==> src/rtl/cache_controller.sv <==
// Sequencing FSM for a direct-mapped 32-line x 4-word cache. It owns the tag and valid arrays,
// refills lines from memory on read misses, and writes through to memory without allocating on a miss.
module cache_controller #(
  parameter  int ADDR_W = 10,
  localparam int TAG_W  = ADDR_W - 7
) (
  input  logic              clk,
  input  logic              rst,
  input  logic              Risc_Read,
  input  logic              Risc_Write,
  input  logic [ADDR_W-1:0] Risc_Addr,
  output logic              Stall,
  output logic              Cache_Read_En,
  output logic              Cache_Write_En,
  output logic              Memory_Read_En,
  output logic              Mem_Done,
  output logic [4:0]        Line_number,
  output logic [1:0]        block_num_Addr,
  output logic [1:0]        block_num_Mem,
  output logic              Mem_Req,
  output logic              Mem_We,
  output logic [ADDR_W-1:0] Mem_Addr,
  input  logic              Mem_Ready,
  output logic [1:0]        dbg_state_o
);

  typedef enum logic [1:0] {S_IDLE, S_REFILL, S_WRITE, S_DONE} state_t;

  state_t           state_q, state_d;
  logic [1:0]       cnt_q, cnt_d;
  logic [31:0]      valid_q;
  logic [TAG_W-1:0] tag_q [32];

  logic [4:0]       idx;
  logic [TAG_W-1:0] addr_tag;
  logic             hit;
  logic             valid_clr, valid_set, tag_we;

  assign idx            = Risc_Addr[6:2];
  assign addr_tag       = Risc_Addr[ADDR_W-1:7];
  assign hit            = valid_q[idx] && (tag_q[idx] == addr_tag);
  assign Line_number    = idx;
  assign block_num_Addr = Risc_Addr[1:0];
  assign block_num_Mem  = cnt_q;
  assign dbg_state_o    = state_q;

  // Handshake: the core holds Risc_Read/Risc_Write and Risc_Addr until it samples Stall=0;
  // memory completes one word per Mem_Ready pulse while Mem_Req=1.
  always_comb begin
    state_d        = state_q;
    cnt_d          = cnt_q;
    Stall          = 1'b0;
    Cache_Read_En  = 1'b0;
    Cache_Write_En = 1'b0;
    Memory_Read_En = 1'b0;
    Mem_Done       = 1'b0;
    Mem_Req        = 1'b0;
    Mem_We         = 1'b0;
    Mem_Addr       = Risc_Addr;
    valid_clr      = 1'b0;
    valid_set      = 1'b0;
    tag_we         = 1'b0;
    unique case (state_q)
      S_IDLE: begin
        if (Risc_Read) begin
          if (hit) begin
            Cache_Read_En = 1'b1;
          end else begin
            // The line is invalidated up front so a partial refill can never look valid.
            Stall     = 1'b1;
            cnt_d     = 2'd0;
            valid_clr = 1'b1;
            state_d   = S_REFILL;
          end
        end else if (Risc_Write) begin
          Stall   = 1'b1;
          state_d = S_WRITE;
        end
      end
      S_REFILL: begin
        Stall          = 1'b1;
        Mem_Req        = 1'b1;
        Memory_Read_En = 1'b1;
        Cache_Write_En = 1'b1;
        Mem_Done       = Mem_Ready;
        Mem_Addr       = {Risc_Addr[ADDR_W-1:2], cnt_q};
        if (Mem_Ready) begin
          cnt_d = cnt_q + 2'd1;
          if (cnt_q == 2'd3) begin
            valid_set = 1'b1;
            tag_we    = 1'b1;
            state_d   = S_IDLE;
          end
        end
      end
      S_WRITE: begin
        Stall   = 1'b1;
        Mem_Req = 1'b1;
        Mem_We  = 1'b1;
        if (hit) begin
          Cache_Write_En = 1'b1;
          Mem_Done       = Mem_Ready;
        end
        if (Mem_Ready) state_d = S_DONE;
      end
      S_DONE: begin
        // Releases the core for one cycle so the held store is not taken again.
        state_d = S_IDLE;
      end
      default: state_d = S_IDLE;
    endcase
  end

  always_ff @(posedge clk) begin
    if (rst) begin
      state_q <= S_IDLE;
      cnt_q   <= 2'd0;
      valid_q <= '0;
    end else begin
      state_q <= state_d;
      cnt_q   <= cnt_d;
      if (valid_clr) valid_q[idx] <= 1'b0;
      if (valid_set) valid_q[idx] <= 1'b1;
    end
  end

  always_ff @(posedge clk) begin
    if (tag_we && !rst) tag_q[idx] <= addr_tag;
  end

endmodule
==> config.mk <==
export PLATFORM = sky130hd
export DESIGN_NAME = cache_controller
export DESIGN_NICKNAME = d
export VERILOG_FILES = /design/src/rtl/cache_controller.sv
export SDC_FILE = /design/constraint.sdc
export NUM_CORES = 1
export LEC_CHECK = 0
export ABC_AREA = 1
export CAP_MARGIN = 0
export CORE_UTILIZATION = 40
export DETAILED_ROUTE_END_ITERATION = 7
export DONT_BUFFER_PORTS = 1
export PLACE_DENSITY_LB_ADDON = 0.08
export SYNTH_ARGS = -nofsm -noshare
export SYNTH_HDL_FRONTEND = slang
export SYNTH_SLANG_ARGS = --single-unit
export TNS_END_PERCENT = 1
==> constraint.sdc <==
create_clock -name clk -period 5.46 [get_ports clk]
set_input_delay 1.638 -clock clk [delete_from_list [all_inputs] [get_ports clk]]
set_output_delay 1.638 -clock clk [all_outputs]
set_load 0.02 [all_outputs]
==> metrics.md, run 1 <==
| Metric | Value |
|---|---|
| Cells along the critical path | inv_6, buf_12, nand2_1, nand2_1, nand2_1, nand2_1, nand2_1, nand2_1, nor2_1, nand3_1, nand2_1, nor2_2, nand2_4, o21ai_0, nand2_1, nor2_1, buf_4 |
| Hold Path Origin | valid_q[22]$_SDFF_PP0_ |
| Setup_tns | 0 ns |
| Largest stage delay, worst path | 0.22 ns |
| Top cell by count, worst path | nand2_1 |
| Post-synthesis sequential area ratio | 0.545 |
| Antenna violations before repair | 0 |
| # hold bufs at CTS | 0 |
| Worst-skew pair later-pin latency | 0.42 ns |
| Synth cell types | 31 |
| Clock Tree Buf Depth | 2 |
| CP required | roughly 3.8 ns |
| Placed insts | 996 |
| F_max | around 0.19 GHz |
| Period utilization | 0.944 |
| Area Growth Syn to Fin | 10.6% |
| Worst IR Drop VDD | 0.000284 V |
| Vias/cell | 4.91 |
| Yosys warns | 0 |
| Post-DP HPWL | between 10000 and 15000 um |
| Remaining DRCs | 0 |
| Power density over the cells | 372 mW/mm2 |
| CP Capture Type | primary output |
| RSZ-0062 raised after global routing | no |
| Crit-path slowest cell | inv_6 |
| Top Family by Delay on Critical Path | simple AND/OR/NAND/NOR gates |
| Via count | 5048 |
| Final instance area | approximately 0.0073 mm2 |
| Initial Util | 0.413 |
| First-pass GRT wire length | between 20000 and 30000 um |
| Mapped Nets | 832 |
| WP buf/inv | 3 |
| Die Ht | 131 um |
| Antenna diode count | 0 |
| #FFs+latches synth | 132 |
| Layout net count | between 800 and 900 |
| Pins Over Slew Limit | 0 |
| Ports | 43 |
| Root Buffer Master | clkbuf_16 |
| Tot GR Track Use | 0.208 |
| Mapped Cells | 812 |
| Min cycle time layout | between 5 and 6 ns |
| Final Non-Filler Cells | 1028 |
| Number of global-route vias before repair | between 4000 and 5000 |
| CTS tree | done |
| Final setup margin | a little over 0.3 ns |
| Sink Count | 132 |
| Worst EP arrival | 3.51 ns |
| Die W | ~130 um |
| Largest fanout on the critical path | 70 |
| ANT nets after route | 0 |
| Status | completed |
| Placed cell areas | 0.00669 mm2 |
| Worst hold path type | register to register |
| Post-Place Worst Slack | 0.179 ns |
| Drt pass-1 iters | 5 |
| Crit start category | input port |
| TritonCTS Buffers | 17 |
| Finished Core Util | 0.457 |
| Reg-to-reg startpoint | dbg_state_o[0]$_SDFFE_PP0P_ |
| Final hold vios | 0 |
| H-tree depth | 4 |
| Routability Congestion | 0.827 |
| IO buf count | 0 |
| DIE AREA | between 0.015 and 0.02 mm2 |
| Syn Area/Cell | between 8 and 9 um2 |
| Least-Margin Pin Slew | around 0.73 ns |
| Leakage Power | 0.00297 uW |
| Core Footprint | ~0.016 mm2 |
| Critical setup path kind | input port to primary output |
| DR WL/cell | around 16 um |
| Final WL | 16300 um |
| Largest net degree at the start of global routing | 71 |
| Grt ovf | 0 |
| FP Rows | 46 |
| # Max-Cap Violations | 0 |
| Crit path from | Risc_Addr[2] |
| Final setup fails | 0 |
| Cell area after synthesis | 0.00661 mm2 |
| Iter 0 DRT Violations | 325 |
| Skew final | approximately 0.008 ns |
| Layout cells sized above 1 | 0.0850 |
| Slew margin rel. | 0.511 |
| Clock slew at reported path FFs | 0.05 ns |
final cells by class:
| type | instances | area [um2] |
|---|---|---|
| fill | 1620 | 8690 |
| sequential | 132 | 3600 |
| multi-input combinational | 558 | 2420 |
| clock buffer | 19 | 433 |
| inverter | 76 | 290 |
| tap | 216 | 270 |
| clock inverter | 13 | 183 |
| timing repair buffer | 14 | 118 |
worst reg2reg max path, cell delays in order (launching register included):
cell and delay [ns]:
dfxtp_1 0.52, ha_1 0.47, nand4_1 0.15, buf_4 0.33
nor2_1 0.44
layer usage:
layer / track usage / wire, um
met5: 0 / 0
met2: 0.340 / 7660
met4: 0.0703 / 266
met3: 0.0497 / 700
met1: 0.269 / 7650
through the flow:
step / hold WS (ns) / total power (uW)
floorplan: 0.448 / 1470
global placement: 0.461 / 1540
detailed placement: 0.468 / 1550
CTS: 0.477 / 2740
global route: 0.492 / 2830
finish: 0.476 / 2720
path summary, 6_finish.rpt:
path	end	slack (ns)	depth (start not counted)
min	valid_q[22]$_SDFF_PP0_	0.48	2
min reg2reg	valid_q[22]$_SDFF_PP0_	0.48	2
max	Mem_Done	0.31	17
max reg2reg	tag_q[25][0]$_DFFE_PP_	3.20	4
cell families (layout without fill, tap and decap cells):
kind of cell,after synthesis,in the layout,share of synthesized area
flip-flops,132,132,0.545
AO/OA/AOI/OAI,57,57,0.0556
AND/OR/NAND/NOR,496,496,0.300
buffers and inverters,122,122,0.0904
adder cells (fa/ha/maj),5,5,0.00946
state kept, by name, indices dropped and copies added (netlist names):
| register | cells |
|---|---|
| tag_q | 96 |
| valid_q | 32 |
| block_num_Mem | 2 |
| dbg_state_o | 2 |
synthesized netlist by cell type:
| master | number | area share |
|---|---|---|
| nand2_2 | 1 | 0.00095 |
| dfxtp_1 | 36 | 0.11 |
| nand3b_1 | 1 | 0.0011 |
| inv_4 | 1 | 0.00095 |
| nand2_4 | 1 | 0.0017 |
| buf_8 | 1 | 0.0023 |
| o21bai_2 | 9 | 0.015 |
| nor2_1 | 120 | 0.068 |
| o21bai_1 | 9 | 0.010 |
| nand2_1 | 316 | 0.18 |
| edfxtp_1 | 96 | 0.44 |
| nor3_1 | 8 | 0.0061 |
| a21oi_1 | 5 | 0.0038 |
| buf_4 | 16 | 0.018 |
| buf_1 | 2 | 0.0011 |
| o21ai_1 | 8 | 0.0061 |
| a31oi_1 | 1 | 0.00095 |
| clkbuf_1 | 9 | 0.0051 |
| ha_1 | 5 | 0.0095 |
| clkinv_1 | 1 | 0.00057 |
| inv_2 | 1 | 0.00057 |
| nor2_4 | 1 | 0.0017 |
| nand3_1 | 36 | 0.027 |
| nand2_8 | 1 | 0.0030 |
| inv_1 | 73 | 0.041 |
| a211oi_1 | 1 | 0.0011 |
| o21ai_0 | 24 | 0.018 |
| nor2_2 | 10 | 0.0095 |
| buf_6 | 7 | 0.012 |
| buf_2 | 11 | 0.0083 |
| nand4_1 | 1 | 0.00095 |
power breakdown:
part / total, uW / switching (uW) / internal, uW
sequential: 1120 / 33.6 / 1090
clock: 1190 / 432 / 763
combinational: 405 / 284 / 121
total: 2720 / 750 / 1970
cell usage in the layout (no fill, tap or decap), drive strengths merged, types with 3 or more instances in the layout:
cell type,instances
nor3,8
o21ai,32
dfxtp,36
ha,5
a21oi,5
bufinv,4
nand3,36
clkinv,6
edfxtp,96
clkinvlp,3
o21bai,18
clkbuf,19
inv,76
nand2,319
buf,14
nor2,131
timing repair:
action                                  in CTS  in global routing
buffers inserted                             0                  0
endpoints found under the setup margin       0                  1
resized for setup                            0                  2
(Power assumes the default switching activity.)
==> run 2: changes to the inputs <==
SLEW_MARGIN = 10   (was default)
==> results of run 2 <==
No change in the layout: final DEF, timing and power equal those of run 1.
